$ cat src/rtl/fu_seq_div.sv
// Sequential 32-bit integer divider: restoring radix-2, one quotient bit per cycle.
// Handles DIV/DIVU/REM/REMU including divide-by-zero and signed overflow.
module fu_seq_div (
   input  logic        clk,
   input  logic        rst,
   input  logic        EN,
   input  logic [1:0]  op,
   input  logic [31:0] A,
   input  logic [31:0] B,
   output logic        busy,
   output logic        finish,
   output logic [31:0] res,
   output logic [1:0]  state_dbg
);

   // Handshake: EN is a one-cycle issue strobe accepted only while busy=0
   // (state IDLE); finish is a one-cycle completion pulse with res valid.
   typedef enum logic [1:0] {
      IDLE = 2'd0,
      CALC = 2'd1,
      DONE = 2'd2
   } state_t;

   state_t      state;
   logic [5:0]  cnt;
   logic [32:0] rem;
   logic [31:0] quo;
   logic [31:0] dvs;
   logic [1:0]  op_q;
   logic        neg_q;
   logic        neg_r;

   logic        is_signed;
   logic        a_neg;
   logic        b_neg;
   logic [31:0] a_abs;
   logic [31:0] b_abs;
   logic [32:0] sh;
   logic        ge;
   logic [32:0] rem_n;
   logic [31:0] quo_n;
   logic [31:0] q_fix;
   logic [31:0] r_fix;

   assign is_signed = ~op[0];
   assign a_neg     = is_signed & A[31];
   assign b_neg     = is_signed & B[31];
   assign a_abs     = a_neg ? (~A + 32'd1) : A;
   assign b_abs     = b_neg ? (~B + 32'd1) : B;

   // The dividend lives in quo and shifts into rem one bit per step.
   assign sh    = {rem[31:0], quo[31]};
   assign ge    = (sh >= {1'b0, dvs});
   assign rem_n = ge ? (sh - {1'b0, dvs}) : sh;
   assign quo_n = {quo[30:0], ge};

   assign q_fix = neg_q ? (~quo_n + 32'd1) : quo_n;
   assign r_fix = neg_r ? (~rem_n[31:0] + 32'd1) : rem_n[31:0];

   assign state_dbg = state;

   always_ff @(posedge clk or negedge rst) begin
      if (!rst) begin
         state  <= IDLE;
         cnt    <= 6'd0;
         rem    <= 33'd0;
         quo    <= 32'd0;
         dvs    <= 32'd0;
         op_q   <= 2'd0;
         neg_q  <= 1'b0;
         neg_r  <= 1'b0;
         busy   <= 1'b0;
         finish <= 1'b0;
         res    <= 32'd0;
      end else begin
         case (state)
            IDLE: begin
               finish <= 1'b0;
               if (EN) begin
                  op_q  <= op;
                  quo   <= a_abs;
                  dvs   <= b_abs;
                  rem   <= 33'd0;
                  cnt   <= 6'd0;
                  // A zero divisor yields all-ones quotient, never negated.
                  neg_q <= (a_neg ^ b_neg) & (B != 32'd0);
                  neg_r <= a_neg;
                  busy  <= 1'b1;
                  state <= CALC;
               end
            end
            CALC: begin
               rem <= rem_n;
               quo <= quo_n;
               cnt <= cnt + 6'd1;
               if (cnt == 6'd31) begin
                  res    <= op_q[1] ? r_fix : q_fix;
                  finish <= 1'b1;
                  state  <= DONE;
               end
            end
            DONE: begin
               finish <= 1'b0;
               busy   <= 1'b0;
               state  <= IDLE;
            end
            default: begin
               finish <= 1'b0;
               busy   <= 1'b0;
               state  <= IDLE;
            end
         endcase
      end
   end

endmodule

$ cat config.mk
export PLATFORM = sky130hd
export DESIGN_NAME = fu_seq_div
export DESIGN_NICKNAME = d
export VERILOG_FILES = /design/src/rtl/fu_seq_div.sv
export SDC_FILE = /design/constraint.sdc
export NUM_CORES = 1
export LEC_CHECK = 0
export BUFFER_PORTS_ARGS = -buffer_cell sky130_fd_sc_hd__buf_4
export CORE_AREA = 2 2 144 146
export DETAILED_ROUTE_END_ITERATION = 10
export DIE_AREA = 0 0 146 148
export GPL_TIMING_DRIVEN = 0
export PLACE_DENSITY_LB_ADDON = 0.3
export SYNTH_ARGS = -nofsm -noshare
export SYNTH_HDL_FRONTEND = slang
export SYNTH_SLANG_ARGS = --single-unit
$ cat constraint.sdc
create_clock -name clk -period 13.3 [get_ports clk]
set_clock_uncertainty 0.1 [all_clocks]
set_input_delay 2.66 -clock clk [delete_from_list [all_inputs] [get_ports clk]]
set_output_delay 2.66 -clock clk [all_outputs]
set_load 0.02 [all_outputs]
# Word level (Yosys, flattened, before mapping)
# Index checks and enable logic that the tools add are counted.
word_totals:
  latch_bits: 0
  romBits: 0
  reg_bits: 142
  ramBits: 0
  mem_count: 0
classes:
  muxes: 19
  shift: 0
  bitwise: 10
  eq_ne: 4
  mul: 0
  order_cmp: 1
  add_sub_neg: 6
  n_div: 0
  reduce_logical: 8
ops:
  columns: ["operator", "count"]
  rows:
  - ["32-bit 2-to-1 mux", 8]
  - ["32-bit by 1-bit adder with 32-bit output (second input constant)", 4]
  - ["32-bit inverter", 4]
  - ["32-bit one-hot mux with 2 select lines", 2]
  - ["33-bit by 32-bit greater-or-equal comparator with 1-bit output", 1]
  - ["32-bit nonzero test", 1]
  - ["32-bit subtractor", 1]
  - ["6-bit one-hot mux with 2 select lines", 1]
  - ["2-bit AND reduction", 5]
  - ["6-bit by 1-bit adder with 6-bit output (second input constant)", 1]
  - ["6-bit by 5-bit == test with 1-bit output (second input constant)", 1]
  - ["6-bit 2-to-1 mux", 1]
  - ["2-bit 2-to-1 mux", 2]
  - ["2-bit inequality test (second input constant)", 2]
  - ["2-bit one-hot mux with 2 select lines", 1]
  - ["1-bit AND", 3]
  - ["1-bit 2-to-1 mux", 3]
  - ["2-bit by 1-bit == test with 1-bit output (second input constant)", 1]
  - ["2-bit zero test", 1]
  - ["1-bit inverter", 2]
  - ["1-bit one-hot mux with 2 select lines", 1]
  - ["2-bit nonzero test", 1]
  - ["1-bit bitwise XOR", 1]

# Depth between registers and ports, before layout
# Gate-level depths: netlist of run 1.
depth:
  depth_word: 6
  depth_mapped: 25
  ltp_nobuf: 19

# Least setup slack after synthesis of run 1
# No wires, ideal clock.
synth_path:
  kind: "input to register"
  startpoint: "input port A[4]"
  endpoint: "register quo[29]"
  path_buffers: 0
  arrival_ns: 4.794
  setup_ns: 0.133
  path_slack_ns: 8.273
  cell_stages: 10
  path_cell_list: "or3_1 -> nor2_1 -> nand3_1 -> or3_1 -> nor3b_1 -> and3b_1 -> nand3b_1 -> o41ai_1 -> xor2_1 -> o21ai_0"
synth_via:
  elab_chain_len: 5
synth_rtl:
  columns: ["element", "line", "rtl"]
  rows:
  - ["start, declared", "8", "input logic [31:0] A,"]
  - ["32-bit inverter", "48", "assign a_abs = a_neg ? (~A + 32'd1) : A;"]
  - ["32-bit by 1-bit adder with 32-bit output", "48", null]
  - ["32-bit 2-to-1 mux", "48", null]
  - ["32-bit 2-to-1 mux", "79", "if (EN) begin"]
  - ["32-bit one-hot mux with 2 select lines", "76", "case (state)"]
  - ["end signal, assigned", "81", "quo <= a_abs;"]
  - ["end signal, assigned", "94", "quo <= quo_n;"]
  - ["end, declared", "27", "logic [31:0] quo;"]
# Every way passes these cells. The select of a mux whose other input is x is not followed.
# A chain may end at the register's enable or synchronous reset.

# Worst setup path in the final report of run 1
layout_path:
  startpoint: "register rem[2]"
  endpoint: "register res[26]"
layout_via:
  elab_chain_len: 6
layout_rtl:
  columns: ["element", "line", "rtl"]
  rows:
  - ["start, declared", "26", "logic [32:0] rem;"]
  - ["start signal, assigned", "93", "rem <= rem_n;"]
  - ["32-bit subtractor / 33-bit by 32-bit greater-or-equal comparator with 1-bit output (equally long branches)", "54, 53", null]
  - ["32-bit 2-to-1 mux", "54", "assign rem_n = ge ? (sh - {1'b0, dvs}) : sh;"]
  - ["32-bit inverter", "58", "assign r_fix = neg_r ? (~rem_n[31:0] + 32'd1) : rem_n[31:0];"]
  - ["32-bit by 1-bit adder with 32-bit output", "58", null]
  - ["32-bit 2-to-1 mux", "58", null]
  - ["32-bit 2-to-1 mux *", "97", "res <= op_q[1] ? r_fix : q_fix;"]
  - ["end signal, assigned", "97", null]
  - ["end, declared", "12", "output logic [31:0] res,"]
# Mark *: on every way between the ends. The rest lies on a longest branch, timed or not.

==> impl_metrics.yaml, run 1 <==
run_status:
  status: "finished, final reports clean"
power_and_ir_drop:
  vdd_drop_max_uv: 125.1
  power.density_mw_per_mm2: 261.4
  cellLeakagePower_uw: 0.005383
sta:
  setup_slack_ps: 7285
  finalHoldViolCount: 0
  maxSlewHeadroom_pct: 40.31
  drv_slew: 0
  rsz0062_at_grt: "false"
  post-route-period-util_pct: 45.23
  period_needed_ps: 6015
  tns_ps: 0
  worst_pin_slew_ps: 889.4
  finalSetupViolations: 0
  fmax_mhz: 166.3
clocking:
  cts_sinks: 141
  cts.hold.buffers_added: 0
  h-tree-depth: 4
  insertion_delay_ps: 440
  cts_setup_buffers: 0
  path_clk_slew_ps: 60
  clock_path_buffers: 2
  cts_made_buffers: 17
  root_buffer: "clkbuf_16"
  cts_tree: "built"
  cts_resized: 0
synth:
  synth_warnings: 0
  synthFlopType: "dfrtp_1"
  synth.area.top_cells: "dfrtp_1 (32%), o21ai_0 (7.5%), xnor2_1 (5.5%)"
  synthCells: 1370
  yosys.area.top_type: "dfrtp_1"
  synth_edf_count: 0
  syn_area_per_cell_um2: 8.081
  syn_nets: 1477
  synth_area_mm2: 0.01107
  async_flop_share_pct: 100.0
  synthDistinctLibCells: 87
  seq_area_frac_synth_pct: 31.87
  synth.most_common_cell: "o21ai_0"
  synth_top_area_share_pct: 31.87
  synthTopCellsByCount: "o21ai_0 (165), nand2_1 (161), dfrtp_1 (141)"
  synth_seq_cells: 141
worst_setup_path:
  cp-end-kind: "register"
  critPathSlowestCell: "or4_1"
  max_stage_delay_ps: 540
  cp.buffers_inverters: 5
  crit_type: "register to register"
  start_kind: "register"
  crit_path_max_fanout: 10
  crit_chain: "ha_1 -> a21o_1 -> a21oi_1 -> a211oi_1 -> o311a_1 -> o21a_1 -> buf_6 -> inv_6 -> buf_6 -> buf_2 -> buf_2 -> ha_1 -> nand3b_1 -> o41ai_4 -> nand2b_1 -> or4_1 -> o31ai_2 -> xor2_1 -> nor3_1 -> a221o_1"
  rrSetupSlack_ps: 7280
  cp.required_ps: 13520
  cpLargestDelayFamily: "compound AO/OA/AOI/OAI gates"
  crit_arrival_ps: 6230
min_path:
  hp-class: "register to register"
cells_and_area:
  layout-drive-gt1-share_pct: 12.28
  final_nets: 1600
  area_growth_pct: 15.57
  final_core_util_pct: 63.85
  diodes: 0
global_routing:
  grt_pass1_vias: 10530
  track_usage_pct: 32.83
  overflow: 0
  grt_pass1_wl_mm: 55.95
  antenna_found_initial: 0
  grt_start_max_net_pins: 79
detailed_routing:
  dr.pass1.iters: 5
  drtIter0Drc: 1099
  dr_total_vias: 11160
  via_per_inst: 6.284
  drtAntennaViolNets: 0
  routedWlPerCell_um: 19.94
  route.detailed.drc: 0
  routed_wl_mm: 35.42
die:
  die_w_um: 146
  die_h_um: 148
  rows: 52
  start_util_pct: 55.24
  io_pins: 105
  core_area_mm2: 0.02004
  die-area_mm2: 0.02161
run:
  maxCapViolCount: 0
placement:
  dp_slack_ps: 7496
  place_hpwl_mm: 27.45
  globalplace.congestion: 0.9537
  portBuffers: 103
path summary, 6_finish.rpt:
kind                                    start             endpoint  depth (start not counted)
max                        rem[2]$_DFFE_PN0P_  res[26]$_DFFE_PN0P_                         20
min                        dvs[7]$_DFFE_PN0P_   dvs[7]$_DFFE_PN0P_                          2
max in group asynchronous                 rst  quo[24]$_DFFE_PN0P_                          2
max reg2reg                rem[2]$_DFFE_PN0P_  res[26]$_DFFE_PN0P_                         20
min in group asynchronous                 rst  dvs[12]$_DFFE_PN0P_                          1
min reg2reg                dvs[7]$_DFFE_PN0P_   dvs[7]$_DFFE_PN0P_                          2
worst reg2reg max path, stage by stage (launching register included):
cell and delay, ps:
dfrtp_1 430, ha_1 380, a21o_1 210, a21oi_1 440
a211oi_1 280, o311a_1 400, o21a_1 210, buf_6 150
inv_6 100, buf_6 160, buf_2 270, buf_2 310
ha_1 290, nand3b_1 230, o41ai_4 410, nand2b_1 170
or4_1 540, o31ai_2 260, xor2_1 190, nor3_1 80
a221o_1 270
where the power goes:
group | switching [uW] | internal [uW] | leakage [uW]
logic | 1380 | 777 | 0.00343
registers | 152 | 549 | 0.00167
clock network | 200 | 282 | 0.000284
total | 1740 | 1610 | 0.00538
cell type report:
cell class,instances,area [um^2]
sequential,141,3528
inverter,56,215.2
timing repair buffer,104,804.5
multi-input combinational,1098,6995
tap,270,337.8
clock buffer,19,442.9
fill,1833,7244
buffer,75,331.6
clock inverter,13,138.9
metrics by stage:
stage	instances	total power (uW)	hold WS [ps]	area [um^2]
after floorplan	1370	2186	348.4	11070
after global placement	1743	2747	361.1	12180
final	1776	3345	380.4	12790
after detailed placement	1744	2787	369.7	12210
after CTS	1776	3273	382.5	12790
after global routing	1776	3548	408.9	12790
flip-flops by register name (all words and copies together) (netlist names):
| register | count |
|---|---|
| dvs | 32 |
| quo | 32 |
| rem | 32 |
| res | 32 |
| cnt | 6 |
| state_dbg | 2 |
| busy | 1 |
| finish | 1 |
| neg_q | 1 |
| neg_r | 1 |
| op_q | 1 |
layer usage:
metal | track usage (%) | part of all wire [%]
met1 | 45.20 | 42
met4 | 12.18 | 2.9
met2 | 51.46 | 45
met5 | 0 | 0
met3 | 6.698 | 10
layout by cell type (no fill, tap or decap), drive strengths merged, types with 15 or more instances in the layout:
master	instances
a21o	16
a21oi	107
a22oi	27
buf	127
clkbuf	71
dfrtp	141
ha	37
inv	57
mux2i	30
nand2	161
nand3	15
nor2	103
nor3	37
o21ai	172
o22ai	16
o31ai	25
xnor2	70
xor2	61
kinds of logic after synthesis:
kind of cell | count (synthesis) | share of synthesized area (%)
compound gates | 458 | 26.01
xor+xnor | 131 | 10.36
fa+ha+maj | 38 | 4.363
buf+inv | 131 | 4.939
flops | 141 | 31.87
mux | 35 | 3.255
simple gates | 436 | 19.20
(Power assumes the default switching activity.)
==> inputs of run 2 (changes only) <==
--- a/config.mk
+++ b/config.mk
@@ -6,9 +6,9 @@
 export NUM_CORES = 1
 export LEC_CHECK = 0
 export BUFFER_PORTS_ARGS = -buffer_cell sky130_fd_sc_hd__buf_4
-export CORE_AREA = 2 2 144 146
+export CORE_AREA = 2 2 145 147
 export DETAILED_ROUTE_END_ITERATION = 10
-export DIE_AREA = 0 0 146 148
+export DIE_AREA = 0 0 147 149
 export GPL_TIMING_DRIVEN = 0
 export PLACE_DENSITY_LB_ADDON = 0.3
 export SYNTH_ARGS = -nofsm -noshare
==> constraint.sdc (replaced) <==
create_clock -name clk -period 5.33 [get_ports clk]
set_clock_uncertainty 0.1 [all_clocks]
set_input_delay 1.066 -clock clk [delete_from_list [all_inputs] [get_ports clk]]
set_output_delay 1.066 -clock clk [all_outputs]
set_load 0.02 [all_outputs]
==> run 2 against run 1 <==
Net effect:
- worst hold slack got worse by 3.0 ps
- die area rose by 1.4%
- combinational power rose to 2.5 times the previous value
- maximum frequency rose by 16%
- critical path depth fell by 1
- wire length rose by 1.3%
- largest power group unchanged
- first-iteration DRC count fell by 14%
- global-route usage rose by 0.37 points
- count of clock-buffer cells in the layout rose by 2
- final cell count rose by 0.28%
- worst setup slack got worse by 7100 ps
- core utilization fell by 1.3 points
==> impl_metrics.yaml, run 2 (same netlist as run 1, synthesis figures left out) <==
sta:
  drv_slew: 0
  setup_slack_ps: 159.0
  worst_pin_slew_ps: 907.7
  finalSetupViolations: 0
  rsz0062_at_grt: "false"
  tns_ps: 0
  maxSlewHeadroom_pct: 39.08
  period_needed_ps: 5171
  finalHoldViolCount: 0
  fmax_mhz: 193.4
  post-route-period-util_pct: 97.02
worst_setup_path:
  cp.required_ps: 5540
  crit_arrival_ps: 5380
  critPathSlowestCell: "or4_1"
  rrSetupSlack_ps: 160
  start_kind: "register"
  crit_type: "register to register"
  cp.buffers_inverters: 4
  max_stage_delay_ps: 560
  cpLargestDelayFamily: "compound AO/OA/AOI/OAI gates"
  crit_chain: "ha_1 -> buf_2 -> a21o_4 -> a21oi_1 -> o2bb2ai_2 -> o311a_1 -> o21a_1 -> buf_6 -> inv_6 -> buf_6 -> ha_1 -> nand3b_1 -> o41ai_4 -> nand2b_1 -> or4_1 -> o31ai_2 -> xor2_1 -> nor3_1 -> a221o_1"
  crit_path_max_fanout: 24
  cp-end-kind: "register"
die:
  start_util_pct: 53.85
  die_h_um: 149
  die-area_mm2: 0.02190
  io_pins: 105
  rows: 53
  die_w_um: 147
  core_area_mm2: 0.02056
detailed_routing:
  dr_total_vias: 11210
  routedWlPerCell_um: 20.15
  drtIter0Drc: 944
  via_per_inst: 6.291
  dr.pass1.iters: 7
  drtAntennaViolNets: 0
  routed_wl_mm: 35.89
  route.detailed.drc: 0
global_routing:
  grtUsageMet1_pct: 45.41
  grt_start_max_net_pins: 97
  grt_pass1_vias: 10760
  track_usage_pct: 33.20
  grt_pass1_wl_mm: 56.99
  grtUsageMet3_pct: 6.544
  grt_util_met2_pct: 53.08
  overflow: 0
  gr-max-usage-layer: "met2"
  antenna_found_initial: 2
cells_and_area:
  final_cell_mix: "o21ai_0 (164), nand2_1 (161), dfrtp_1 (141)"
  final_common_cell: "o21ai_0"
  final_core_util_pct: 62.56
  area_growth_pct: 16.16
  final_nets: 1601
  stdcell_count: 1781
  layout-drive-gt1-share_pct: 12.82
run_status:
  status: "finished, final reports clean"
power_and_ir_drop:
  cellLeakagePower_uw: 0.005391
  vdd_drop_max_uv: 338.4
  p_clk_share_pct: 13.7
  power.density_mw_per_mm2: 650.8
  p_switching_uw: 4346
  combinationalPowerShare_pct: 65.3
  seq_power_share_pct: 21.0
  p_int_uw: 4024
  switching_share_pct: 51.92
clocking:
  root_buffer: "clkbuf_16"
  cts_made_buffers: 17
  path_clk_slew_ps: 60
  clock_path_buffers: 2
  h-tree-depth: 4
  cts_sinks: 141
  cts.hold.buffers_added: 0
  insertion_delay_ps: 430
  cts_tree: "built"
placement:
  portBuffers: 103
  globalplace.congestion: 0.9401
  dp_slack_ps: -482.6
  dp_cells: 1749
  place_hpwl_mm: 27.92
min_path:
  hp-class: "register to register"
run:
  maxCapViolCount: 0
-- run 2: cell type report --
type / instances / area (um^2)
Clock inverter: 9 / 86.33
Multi-Input combinational cell: 1098 / 7062
Tap cell: 275 / 344.1
Buffer: 73 / 324.1
Timing Repair Buffer: 107 / 827.0
Antenna cell: 1 / 2.502
Fill cell: 1841 / 7697
Sequential cell: 141 / 3528
Inverter: 56 / 215.2
Clock buffer: 21 / 470.5
-- run 2: final timing paths --
kind,start,to,cells after the start
worst max-delay path,rem[5]$_DFFE_PN0P_,res[26]$_DFFE_PN0P_,19
worst min-delay path,res[12]$_DFFE_PN0P_,res[12]$_DFFE_PN0P_,2
worst max register to register,rem[5]$_DFFE_PN0P_,res[26]$_DFFE_PN0P_,19
worst min register to register,res[12]$_DFFE_PN0P_,res[12]$_DFFE_PN0P_,2
max in group asynchronous,rst,dvs[19]$_DFFE_PN0P_,2
min in group asynchronous,rst,res[19]$_DFFE_PN0P_,1
-- run 2: layer usage --
metal | routed length (um) | up-vias
met4 | 1083 | 0
met5 | 0 | -
met2 | 16390 | 560
met1 | 15310 | 5349
li1 | - | 5205
met3 | 3108 | 91
-- run 2: through the flow --
| stage | instance area, um^2 | total power, uW | hold WS, ps |
|---|---|---|---|
| after floorplan | 11070 | 5455 | 348.4 |
| after global placement | 12190 | 6880 | 363.7 |
| after detailed placement | 12220 | 6971 | 370.8 |
| after CTS | 12820 | 8186 | 385.6 |
| after global routing | 12860 | 8888 | 416.4 |
| final | 12860 | 8369 | 377.4 |
-- run 2: power groups by stage --
stage	registers [uW]	clock network [uW]	logic [uW]
after floorplan	1610	0	3840
after global placement	1730	0	5150
after detailed placement	1750	0	5220
after CTS	1740	1140	5300
after global routing	1790	1200	5900
final	1760	1150	5460
-- run 2: worst register-to-register path: stages (launching register included) --
cell and delay (ps):
dfrtp_1 460, ha_1 320, buf_2 180, a21o_4 270
a21oi_1 180, o2bb2ai_2 140, o311a_1 410, o21a_1 210
buf_6 150, inv_6 210, buf_6 200, ha_1 240
nand3b_1 170, o41ai_4 290, nand2b_1 150, or4_1 560
o31ai_2 270, xor2_1 190, nor3_1 80, a221o_1 280
-- run 2: what timing repair did --
item / CTS / global route
endpoints found under the setup margin: 10 / 7
gates cloned: 0 / 0
pin swaps: 0 / 3
resized for setup: 8 / 9
setup buffers: 1 / 2
